--- config.mk ---
export PLATFORM = sky130hd
export DESIGN_NAME = multi_channel_xor_stream_cipher
export DESIGN_NICKNAME = d
export VERILOG_FILES = /design/src/rtl/multi_channel_xor_stream_cipher.sv
export SDC_FILE = /design/constraint.sdc
export NUM_CORES = 1
export LEC_CHECK = 0
export BUFFER_PORTS_ARGS = -buffer_cell sky130_fd_sc_hd__clkbuf_2
export CAP_MARGIN = 20
export CORE_MARGIN = 3
export CORE_UTILIZATION = 55
export DETAILED_ROUTE_END_ITERATION = 16
export GPL_ROUTABILITY_DRIVEN = 0
export PLACE_DENSITY_LB_ADDON = 0.15
export SLEW_MARGIN = 20
export SYNTH_ARGS = -nofsm -noshare
export SYNTH_HDL_FRONTEND = slang
export SYNTH_SLANG_ARGS = --single-unit
--- constraint.sdc ---
create_clock -name clk -period 5.6 [get_ports clk]
set_input_delay 1.12 -clock clk [delete_from_list [all_inputs] [get_ports clk]]
set_output_delay 1.12 -clock clk [all_outputs]
set_load 0.02 [all_outputs]
--- src/rtl/multi_channel_xor_stream_cipher.sv ---
`timescale 1ns/1ps
`default_nettype none
// multi_channel_xor_stream_cipher: C bit-serial Galois-LFSR XOR cipher channels that share
// one serial config chain; the chain commits to every channel only after a full L-bit shift.
module multi_channel_xor_stream_cipher #(
  parameter int N = 32,
  parameter int C = 2,
  parameter logic [N-1:0] TAPS_DEFAULT = 'h48000000,
  parameter logic [N-1:0] SEED_DEFAULT = 'h00000055
) (
  input  logic         clk,
  input  logic         rst_n,
  input  logic         cfg_en,
  input  logic         cfg_i,
  output logic         cfg_o,
  output logic         cfg_done,
  input  logic [C-1:0] data_i,
  input  logic [C-1:0] valid_i,
  input  logic [C-1:0] resync,
  output logic [C-1:0] data_o,
  output logic [C-1:0] valid_o,
  output logic [C-1:0] locked
);
  localparam int L  = 2 * N * C;
  localparam int CW = $clog2(L + 1);
  localparam logic [L-1:0]  SHADOW_RST = {C{TAPS_DEFAULT, SEED_DEFAULT}};
  localparam logic [CW-1:0] CNT_LAST   = CW'(L - 1);

  logic [L-1:0]  shadow;
  logic [L-1:0]  shadow_nxt;
  logic [CW-1:0] cnt;
  logic          commit;

  // Commit samples the shadow as it will be after this edge's shift.
  assign shadow_nxt = {cfg_i, shadow[L-1:1]};
  assign commit     = cfg_en && (cnt == CNT_LAST);
  assign cfg_o      = cfg_en & shadow[0];

  always_ff @(posedge clk or negedge rst_n) begin
    if (!rst_n) begin
      shadow   <= SHADOW_RST;
      cnt      <= '0;
      cfg_done <= 1'b0;
    end else begin
      cfg_done <= commit;
      if (cfg_en) begin
        shadow <= shadow_nxt;
        cnt    <= commit ? '0 : cnt + 1'b1;
      end else begin
        cnt <= '0;
      end
    end
  end

  for (genvar ch = 0; ch < C; ch++) begin : g_ch
    logic [N-1:0] state;
    logic [N-1:0] taps_a;
    logic [N-1:0] seed_a;
    logic         key;
    logic         accept;
    logic         dout;
    logic         vout;

    assign key         = state[0];
    assign locked[ch]  = (state == '0);
    assign accept      = valid_i[ch] & ~cfg_en & ~locked[ch];
    assign data_o[ch]  = dout;
    assign valid_o[ch] = vout;

    // Priority: commit > resync > step > hold; the output bit always uses the pre-update key.
    always_ff @(posedge clk or negedge rst_n) begin
      if (!rst_n) begin
        state  <= SEED_DEFAULT;
        taps_a <= TAPS_DEFAULT;
        seed_a <= SEED_DEFAULT;
        dout   <= 1'b0;
        vout   <= 1'b0;
      end else begin
        vout <= accept;
        dout <= accept & (data_i[ch] ^ key);
        if (commit) begin
          taps_a <= shadow_nxt[2*N*ch+N +: N];
          seed_a <= shadow_nxt[2*N*ch +: N];
          state  <= shadow_nxt[2*N*ch +: N];
        end else if (resync[ch] && !cfg_en) begin
          state <= seed_a;
        end else if (accept) begin
          state <= (state >> 1) ^ (key ? taps_a : '0);
        end
      end
    end
  end

endmodule
`default_nettype wire

**Word level (Yosys, flattened, before mapping)**

Cells that the tools add are included.

- Register bits after elaboration: 333
- Input bits: 10
- Output and inout bits: 8
- Word-level logic and storage cells: 47

- Add/sub/neg operators: 1
- Eq/ne operators: 1
- Mux-type cells: 10
- Bitwise operators: 14
- Reduce and logical (&&, ||, !) cells: 8

Operators with widths:

| cell | count |
|---|---|
| two-way mux 32 bit | 8 |
| zero test 32 bit | 2 |
| XOR 31 x 32 -> 32 bit | 2 |
| two-way mux 8 bit | 2 |
| adder 8 x 1 -> 8 bit, second input constant | 1 |
| == test 8 x 7 -> 1 bit, second input constant | 1 |
| bitwise AND 1 bit | 7 |
| nonzero test 3 bit | 2 |
| logical AND 1 bit | 3 |
| NOT 1 bit | 3 |
| XOR 1 bit | 2 |
| zero test 1 bit | 1 |

**Depth between registers and ports, before layout**

Gate-level depths: netlist of run 1.

- Depth in word-level cells: 6
- Mapped depth: 11
- Mapped depth without buffers: 8

**Worst setup path before layout of run 1**

Ideal clock, no wire load.

- Path type: input to output
- Start point: in cfg_en
- End point: out cfg_o
- Arrival: 2.035 ns
- Required time: 4.480 ns
- Path slack: 2.445 ns
- Stages: 4
- Path buffers: 3
- Cell sequence: buf_2 buf_2 clkbuf_1 and2_1

- Cells in the longest elaborated chain, start to end: 1

RTL lines:

| item | line | text |
|---|---|---|
| start: declaration | 13 | `input logic cfg_en,` |
| bitwise AND 1 bit | 37 | `assign cfg_o = cfg_en & shadow[0];` |
| end: declaration | 15 | `output logic cfg_o,` |

Every way passes these cells.

**Final worst setup path of run 1**

- Start point: reg g_ch[1].state[0]
- End point: out locked[1]

- Cells in the longest elaborated chain, start to end: 1

RTL lines:

| item | line | text |
|---|---|---|
| start: declaration | 56 | `logic [N-1:0] state;` |
| start signal: assignment | 84 | `state <= shadow_nxt[2*N*ch +: N];` |
| start signal: assignment | 88 | `state <= (state >> 1) ^ (key ? taps_a : '0);` |
| zero test 32 bit | 65 | `assign locked[ch] = (state == '0);` |
| end: declaration | 22 | `output logic [C-1:0] locked` |

Every way passes these cells.

==> impl_metrics.json, run 1 <==
{
  "grtUsageTotal_pct": 19.3,
  "leakagePower_nw": 8.37,
  "r2r_setup_slack_ns": 2.67,
  "power.share.combinational_pct": 4.7,
  "synthesis.instances": 1306,
  "postCtsResizedCells": 0,
  "ctsHoldBuffers": 0,
  "cellPowerDensity_nw_per_um2": 319,
  "pin_count": 18,
  "syn_avg_cell_area_um2": 11.4,
  "register_area_um2": 8370,
  "netSwitchingFraction_pct": 21.9,
  "post_route_cells_drive_above_1_share_pct": 24.3,
  "detailed_place_hpwl_mm": 15.4,
  "reg2regPathDepth": 6,
  "detailroute.via_count": 8911,
  "synth-seq-cells": 333,
  "grt_antenna_before_repair": 0,
  "worstReg2RegStart": "g_ch[0].state[0]",
  "numClockSinks": 333,
  "min_period_over_period_pct": 63.2,
  "final-max-slew-violation-count": 0,
  "totalNegativeSetupSlack_ns": 0,
  "reported_max_cap_violation_count": 0,
  "setup.worst_path.start": "g_ch[1].state[0]",
  "portBuffers": 17,
  "floorplan_die_area_um2": 29000,
  "period_needed_ns": 3.54,
  "reg2reg_to": "g_ch[0].state[31]",
  "switching_power_w": 0.00113,
  "globalRouteOverflowTotal": 0,
  "seq_area_frac_synth_pct": 56.4,
  "cts.path.max_buffers": 3,
  "die_w_um": 170,
  "clock_tree.root_cell": "sky130_fd_sc_hd__clkbuf_16",
  "netlist-cell-type-count": 34,
  "p_clk_share_pct": 45.5,
  "timing_hold_violations_final": 0,
  "maxSlewHeadroom_pct": 36.4,
  "achievable-frequency_mhz": 282,
  "run_status": "finished, final reports clean",
  "nNetsFinal": 1308,
  "grt_first_pass_wirelength_mm": 46.3,
  "hold_start": "g_ch[1].seed_a[4]",
  "count_of_endpoints_failing_setup_in_the_final_report": 0,
  "tightestPinTransition_ns": 0.953,
  "timing.critical_path.arrival_ns": 2.42,
  "synth_area_um2": 14800,
  "worstHoldEndpoint": "g_ch[1].seed_a[4]",
  "vdd.ir_drop.worst_v": 0.000163,
  "int_power_w": 0.00405,
  "die_y_um": 170,
  "final_core_utilization_pct": 61.8,
  "worst_clock_skew_ns": 0.0174,
  "post_route_ant_nets": 0,
  "worst_hold_path_depth": 2,
  "min-delay-path-class": "reg -> reg",
  "drt_iter0_markers": 589,
  "cts_inserted_buffers": 36,
  "endpoint_kind": "primary output",
  "critical_path.startpoint_type": "flop",
  "multiInputGateArea_um2": 6010,
  "fill_cells": 2089,
  "layout.cells.most_common": "sky130_fd_sc_hd__nand2_1",
  "worstPathMaxFanout": 35,
  "worstSetupPathType": "reg -> out",
  "antenna_cells_inserted": 0,
  "routed_via_count_divided_by_cell_count": 5.37,
  "drtPass1Iterations": 4,
  "clk_latency_ns": 0.51,
  "yosysWarningCount": 0,
  "p_seq_share_pct": 49.7,
  "tritoncts": "done",
  "unrepaired_setup_endpoints_after_global_routing": "false",
  "routed_wirelength_mm": 26.9,
  "layout-area-overhead-vs-synth_pct": 9.41,
  "rows": 59,
  "post-route-drc-count": 0,
  "cp_data_required_time_ns": 4.48,
  "wl_per_cell_um": 16.2,
  "clock_tree.htree_level_count": 2,
  "most_used_cells_in_the_layout_excluding_fill_and_tap_cells": "451 x sky130_fd_sc_hd__nand2_1, 301 x sky130_fd_sc_hd__dfrtp_1, 132 x sky130_fd_sc_hd__mux2_2",
  "cts.clk_slew.worst_paths_ns": 0.06,
  "syn-num-nets": 1317,
  "cts_setup_buffers": 0,
  "pin_count_of_the_biggest_net_entering_global_routing": 120,
  "grt_pass1_vias": 9146,
  "core_area_um2": 26300,
  "initial_core_util_pct": 56.5
}
[worst max-delay path, stage by stage, from the launching register on]
cell and delay [ns]:
sky130_fd_sc_hd__dfstp_2 0.62, sky130_fd_sc_hd__nor4_1 0.54, sky130_fd_sc_hd__nand4_1 0.27, sky130_fd_sc_hd__nor2_4 0.26
sky130_fd_sc_hd__clkbuf_2 0.21
[sequential cells by signal, indices dropped and copies added, names as in the netlist]
name / cells
shadow: 128
g_ch.seed_a: 64
g_ch.state: 64
g_ch.taps_a: 64
cnt: 8
g_ch.dout: 2
g_ch.vout: 2
cfg_done: 1
[layer usage]
metal  part of all wire [%]  GRT usage [%]  up-vias
li1                       -              -     4308
met1                     50           28.1     4474
met2                     46           30.7       98
met3                    2.9           2.97       31
met4                    1.6           4.80        0
met5                      0              0        -
[worst max path at each step]
stage / slack, ns / to / cells past startpoint
detailed placement: 1.75 / g_ch[1].state[31] / 8
global route: 1.96 / locked[1] / 4
global placement: 1.76 / g_ch[1].state[31] / 8
floorplan: 2.44 / cfg_o / 4
CTS: 2.04 / locked[1] / 4
finish: 2.06 / locked[1] / 4
[stage by stage]
step	cells	cell area (um^2)	hold WS, ns	power, W	worst slack [ns]
final	1658	16200	0.456	0.00518	2.06
after global routing	1658	16200	0.472	0.00540	1.96
after CTS	1658	16200	0.460	0.00526	2.04
after detailed placement	1594	15000	0.450	0.00287	1.75
after global placement	1594	15000	0.447	0.00287	1.76
after floorplan	1306	14800	0.439	0.00276	2.44
[layout make-up]
class / count / area share, %
clock buffers: 49 / 6.35
clock inverters: 15 / 0.963
inverters: 5 / 0.146
multi-input cells: 891 / 37.0
flip-flops and latches: 333 / 51.6
well taps: 335 / 2.58
repair buffers: 30 / 1.38
[logic make-up after synthesis]
logic type               count (synthesis)  share of synthesized area, %
AND/OR/NAND/NOR                        498                          13.3
flip-flops                             333                          56.4
multiplexers                           254                          20.3
buffers and inverters                   82                          3.15
AO/OA/AOI/OAI                           69                          2.66
XOR/XNOR                                69                          4.07
adder cells (fa/ha/maj)                  1                        0.0843
[Yosys cell counts (all sizes together)]
cell type / number / share of area, %
nand2: 452 / 11
buf: 46 / 2.2
mux2: 192 / 16
nor3: 2 / 0.067
o311ai: 2 / 0.35
o21ai: 64 / 2.2
dfrtp: 301 / 51
ha: 1 / 0.084
nand3: 5 / 0.17
or3: 1 / 0.042
nand4: 4 / 0.17
a21boi: 1 / 0.051
o21a: 2 / 0.10
and2: 4 / 0.17
clkbuf: 31 / 0.80
or2: 1 / 0.042
nand2b: 2 / 0.084
nor2: 8 / 0.32
xor2: 3 / 0.18
xnor2: 66 / 3.9
and3: 1 / 0.042
inv: 5 / 0.13
mux2i: 62 / 4.2
dfstp: 32 / 5.7
nor4: 18 / 0.76
[power groups by stage]
stage / logic, W / registers (W) / clock network (W)
floorplan: 0.000173 / 0.00259 / 0
global placement: 0.000246 / 0.00262 / 0
detailed placement: 0.000251 / 0.00262 / 0
CTS: 0.000253 / 0.00258 / 0.00242
global route: 0.000274 / 0.00259 / 0.00253
finish: 0.000246 / 0.00258 / 0.00236
Note: power is estimated with default switching activity, not from simulation.
==> run 2, diff against run 1 <==
==> constraint.sdc (replaced) <==
create_clock -name clk -period 3.3 [get_ports clk]
set_input_delay 0.66 -clock clk [delete_from_list [all_inputs] [get_ports clk]]
set_output_delay 0.66 -clock clk [all_outputs]
set_load 0.02 [all_outputs]
==> impl_metrics.json, run 2 (same netlist as run 1, synthesis figures left out) <==
{
  "drtPass1Iterations": 4,
  "worst_clock_skew_ns": 0.00832,
  "largest_register": "shadow",
  "min_period_over_period_pct": 90.3,
  "path_buf_inv": 1,
  "placed_cell_area_um2": 15200,
  "post_route_ant_nets": 0,
  "maxSlewHeadroom_pct": 47.9,
  "worstPathMaxFanout": 4,
  "post_route_cells_drive_above_1_share_pct": 24.8,
  "critical_path.max_stage_delay_ns": 0.70,
  "fill_cells": 2099,
  "cellPowerDensity_nw_per_um2": 536,
  "pin_count_of_the_biggest_net_entering_global_routing": 86,
  "finalWorstSetupSlack_ns": 0.319,
  "routed_via_count_divided_by_cell_count": 5.39,
  "postCtsResizedCells": 0,
  "layout.cells.most_common": "sky130_fd_sc_hd__nand2_1",
  "run_status": "finished, final reports clean",
  "core_area_um2": 26300,
  "pin_count": 18,
  "cts_setup_buffers": 0,
  "grt_antenna_before_repair": 0,
  "achievable-frequency_mhz": 335,
  "critical_path.slowest_cell": "sky130_fd_sc_hd__nor4_1",
  "clock_tree.htree_level_count": 2,
  "unrepaired_setup_endpoints_after_global_routing": "false",
  "detailroute.via_count": 8998,
  "worstSetupPathType": "reg -> out",
  "cts.clk_slew.worst_paths_ns": 0.06,
  "layout-area-overhead-vs-synth_pct": 10.5,
  "antenna_cells_inserted": 0,
  "timing_hold_violations_final": 0,
  "grt_pass1_vias": 9062,
  "routed_wirelength_mm": 27.6,
  "post-route-drc-count": 0,
  "grt_first_pass_wirelength_mm": 47.2,
  "numClockSinks": 333,
  "die_w_um": 170,
  "tritoncts": "done",
  "hold_ws_ns": 0.161,
  "path_cells": "nor4_1 > nand4_1 > nor2_4 > clkbuf_2",
  "portBuffers": 17,
  "drt_iter0_markers": 488,
  "wl_per_cell_um": 16.5,
  "most_used_cells_in_the_layout_excluding_fill_and_tap_cells": "451 x sky130_fd_sc_hd__nand2_1, 301 x sky130_fd_sc_hd__dfrtp_1, 132 x sky130_fd_sc_hd__mux2_2",
  "globalRouteOverflowTotal": 0,
  "totalNegativeSetupSlack_ns": 0,
  "reported_max_cap_violation_count": 0,
  "critical_path.startpoint_type": "flop",
  "clock_tree.root_cell": "sky130_fd_sc_hd__clkbuf_16",
  "cts_inserted_buffers": 35,
  "cts.path.max_buffers": 3,
  "endpoint_kind": "primary output",
  "min-delay-path-class": "in -> async",
  "die_y_um": 170,
  "vdd.ir_drop.worst_v": 0.000382,
  "largest_register_ff_count": 128,
  "timing.critical_path.arrival_ns": 2.32,
  "clk_latency_ns": 0.50,
  "period_needed_ns": 2.98,
  "ctsHoldBuffers": 0,
  "rows": 59,
  "design_area_um2": 16400,
  "detailedPlace.worstSlack_ns": 0.612,
  "floorplan_die_area_um2": 29000,
  "detailed_place_hpwl_mm": 16.5,
  "initial_core_util_pct": 56.5,
  "timing.critical_path.max_delay_family": "simple AND/OR/NAND/NOR gates",
  "grtUsageTotal_pct": 19.8,
  "leakagePower_nw": 8.44,
  "count_of_endpoints_failing_setup_in_the_final_report": 0,
  "tightestPinTransition_ns": 0.774,
  "final-max-slew-violation-count": 0,
  "cp_data_required_time_ns": 2.64,
  "nNetsFinal": 1318
}
[run 2: changes by cell type in the layout (fill, tap and decap cells not counted), sizes merged]
cell and change:
bufinv -1, clkinv -4, buf +11, clkbuf +5, clkinvlp -1
[run 2: power breakdown]
part | internal (W) | switching, W
Sequential | 0.00425 | 0.000134
Clock | 0.00243 | 0.00154
Combinational | 0.000210 | 0.000222
[run 2: path summary, 6_finish.rpt]
check | from | slack (ns) | endpoint | depth (start not counted)
setup / recovery | g_ch[1].state[7] | 0.32 | locked[1] | 4
hold / removal | rst_n | 0.16 | shadow[91] | 1
setup reg to reg | g_ch[1].state[7] | 0.73 | g_ch[1].state[1] | 6
hold reg to reg | g_ch[0].taps_a[27] | 0.46 | g_ch[0].taps_a[27] | 2
max in group asynchronous | rst_n | 2.25 | g_ch[1].seed_a[2] | 2
min in group clk | cfg_i | 0.38 | g_ch[1].taps_a[31] | 3
[run 2: cell type report]
| cell class | count | area [um^2] | share of cell area, % |
|---|---|---|---|
| inverter | 5 | 23.8 | 0.145 |
| sequential | 333 | 8370 | 51.1 |
| timing repair buffer | 41 | 382 | 2.33 |
| clock buffer | 54 | 1090 | 6.65 |
| multi-input combinational | 891 | 6010 | 36.6 |
| clock inverter | 9 | 98.8 | 0.603 |
| tap | 335 | 419 | 2.56 |
[run 2: through the flow]
step / utilization [%] / power, W / cells
2_1_floorplan: - / 0.00469 / 1306
3_3_place_gp: 57.9 / 0.00488 / 1605
3_5_place_dp: 57.9 / 0.00490 / 1605
4_1_cts: 62.4 / 0.00890 / 1668
5_1_grt: 62.4 / 0.00912 / 1668
6_report: 62.4 / 0.00878 / 1668
[run 2: routing by layer]
metal,track usage [%],share of wire [%],vias to the layer above
li1,-,-,4308
met1,30.7,51,4553
met2,29.6,44,98
met3,3.11,3.1,39
met4,4.23,1.6,0
met5,0,0,-
==> run 3, diff against run 2 <==
--- a/config.mk
+++ b/config.mk
@@ -11,7 +11,8 @@
 export CORE_UTILIZATION = 55
 export DETAILED_ROUTE_END_ITERATION = 16
 export GPL_ROUTABILITY_DRIVEN = 0
-export PLACE_DENSITY_LB_ADDON = 0.15
+export PLACE_DENSITY = 0.69
+export SETUP_SLACK_MARGIN = 0.1
 export SLEW_MARGIN = 20
 export SYNTH_ARGS = -nofsm -noshare
 export SYNTH_HDL_FRONTEND = slang
==> impl_metrics.json, run 3 (same netlist as run 1, synthesis figures left out) <==
{
  "run_status": "finished, final reports clean",
  "numPlacedInstances": 1598,
  "min-delay-path-class": "in -> async",
  "routed_via_count_divided_by_cell_count": 5.38,
  "layout.cells.most_common": "sky130_fd_sc_hd__nand2_1",
  "critical_path.max_stage_delay_ns": 0.61,
  "timing.critical_path.max_delay_family": "simple AND/OR/NAND/NOR gates",
  "cts_setup_buffers": 0,
  "core_area_um2": 26300,
  "unrepaired_setup_endpoints_after_global_routing": "false",
  "numClockSinks": 333,
  "die_y_um": 170,
  "detailroute.via_count": 8908,
  "portBuffers": 17,
  "cp_data_required_time_ns": 2.64,
  "reported_max_cap_violation_count": 0,
  "layout-area-overhead-vs-synth_pct": 10.0,
  "clk_latency_ns": 0.51,
  "cts_inserted_buffers": 36,
  "detailedPlace.worstSlack_ns": 0.719,
  "timing.critical_path.arrival_ns": 2.25,
  "drt_iter0_markers": 597,
  "cts.clk_slew.worst_paths_ns": 0.06,
  "most_used_cells_in_the_layout_excluding_fill_and_tap_cells": "451 x sky130_fd_sc_hd__nand2_1, 301 x sky130_fd_sc_hd__dfrtp_1, 132 x sky130_fd_sc_hd__mux2_2",
  "routed_wirelength_mm": 27.4,
  "worstPathMaxFanout": 4,
  "final-max-slew-violation-count": 0,
  "timing_hold_violations_final": 0,
  "nNetsFinal": 1312,
  "grtUsageTotal_pct": 19.8,
  "achievable-frequency_mhz": 343,
  "pin_count": 18,
  "tritoncts": "done",
  "antenna_cells_inserted": 0,
  "worst_clock_skew_ns": 0.0178,
  "path_cells": "nor4_1 > nand4_1 > nor2_4 > clkbuf_2",
  "cts.path.max_buffers": 3,
  "min_period_over_period_pct": 88.3,
  "die_w_um": 170,
  "critical_path.startpoint_type": "flop",
  "count_of_endpoints_failing_setup_in_the_final_report": 0,
  "initial_core_util_pct": 56.5,
  "vdd.ir_drop.worst_v": 0.000308,
  "tightestPinTransition_ns": 0.776,
  "final_core_utilization_pct": 62.1,
  "instances_no_fill": 1657,
  "endpoint_kind": "primary output",
  "floorplan_die_area_um2": 29000,
  "maxSlewHeadroom_pct": 48.3,
  "post_route_ant_nets": 0,
  "cellPowerDensity_nw_per_um2": 528,
  "leakagePower_nw": 8.40,
  "post-route-drc-count": 0,
  "critical_path.slowest_cell": "sky130_fd_sc_hd__nor4_1",
  "postCtsResizedCells": 0,
  "post_route_cells_drive_above_1_share_pct": 24.1,
  "drtPass1Iterations": 4,
  "largest_register": "shadow",
  "grt_antenna_before_repair": 0,
  "globalRouteOverflowTotal": 0,
  "largest_register_ff_count": 128,
  "path_buf_inv": 1,
  "detailed_place_hpwl_mm": 15.9,
  "hold_ws_ns": 0.0928,
  "grt_pass1_vias": 9368,
  "clock_tree.htree_level_count": 2,
  "wl_per_cell_um": 16.5,
  "grt_first_pass_wirelength_mm": 47.5,
  "finalWorstSetupSlack_ns": 0.387,
  "pin_count_of_the_biggest_net_entering_global_routing": 124,
  "clock_tree.root_cell": "sky130_fd_sc_hd__clkbuf_16",
  "worstSetupPathType": "reg -> out",
  "ctsHoldBuffers": 0,
  "totalNegativeSetupSlack_ns": 0,
  "rows": 59,
  "period_needed_ns": 2.91
}
run 3: cell count changes in the layout (fill, tap and decap cells not counted):
cell / before / now
sky130_fd_sc_hd__clkinv_2: 6 / 4
sky130_fd_sc_hd__inv_6: 1 / 2
sky130_fd_sc_hd__bufinv_16: 2 / 1
sky130_fd_sc_hd__buf_4: 16 / 5
sky130_fd_sc_hd__clkbuf_1: 7 / 8
sky130_fd_sc_hd__clkbuf_8: 10 / 8
sky130_fd_sc_hd__clkinv_4: 1 / 0
sky130_fd_sc_hd__buf_12: 8 / 12
run 3: final timing paths:
| path | slack [ns] | end | from | cells after the start |
|---|---|---|---|---|
| max in group asynchronous | 2.39 | shadow[62] | rst_n | 2 |
| worst min register to register | 0.46 | g_ch[1].seed_a[0] | g_ch[1].seed_a[0] | 2 |
| worst max-delay path | 0.39 | locked[1] | g_ch[1].state[7] | 4 |
| worst max register to register | 0.93 | g_ch[1].state[25] | g_ch[1].state[7] | 6 |
| worst min-delay path | 0.09 | shadow[110] | rst_n | 1 |
| min in group clk | 0.39 | g_ch[1].taps_a[31] | cfg_i | 3 |
run 3: cell type report:
type / instances / area [um^2]
Fill cell: 2042 / 9950
Sequential cell: 333 / 8370
Inverter: 5 / 23.8
Timing Repair Buffer: 34 / 379
Tap cell: 335 / 419
Clock inverter: 6 / 58.8
Clock buffer: 53 / 1070
Multi-Input combinational cell: 891 / 6010
run 3: per-stage QoR:
| stage | area [um^2] | total power (W) |
|---|---|---|
| final | 16300 | 0.00863 |
| after global routing | 16300 | 0.00898 |
| after CTS | 16300 | 0.00873 |
| after detailed placement | 15200 | 0.00488 |
| after global placement | 15200 | 0.00487 |
| after floorplan | 14800 | 0.00469 |
run 3: power breakdown:
| part | switching [W] | internal (W) | total [W] |
|---|---|---|---|
| Clock | 0.00152 | 0.00230 | 0.00382 |
| Combinational | 0.000219 | 0.000210 | 0.000429 |
| Sequential | 0.000126 | 0.00425 | 0.00437 |
run 3: metal layers:
layer	vias to the layer above	global-route usage, %	wire length [um]
met3	35	3.18	969
met5	-	0	0
met4	0	4.59	389
li1	4290	-	-
met1	4473	29.3	13400
met2	110	31.2	12600
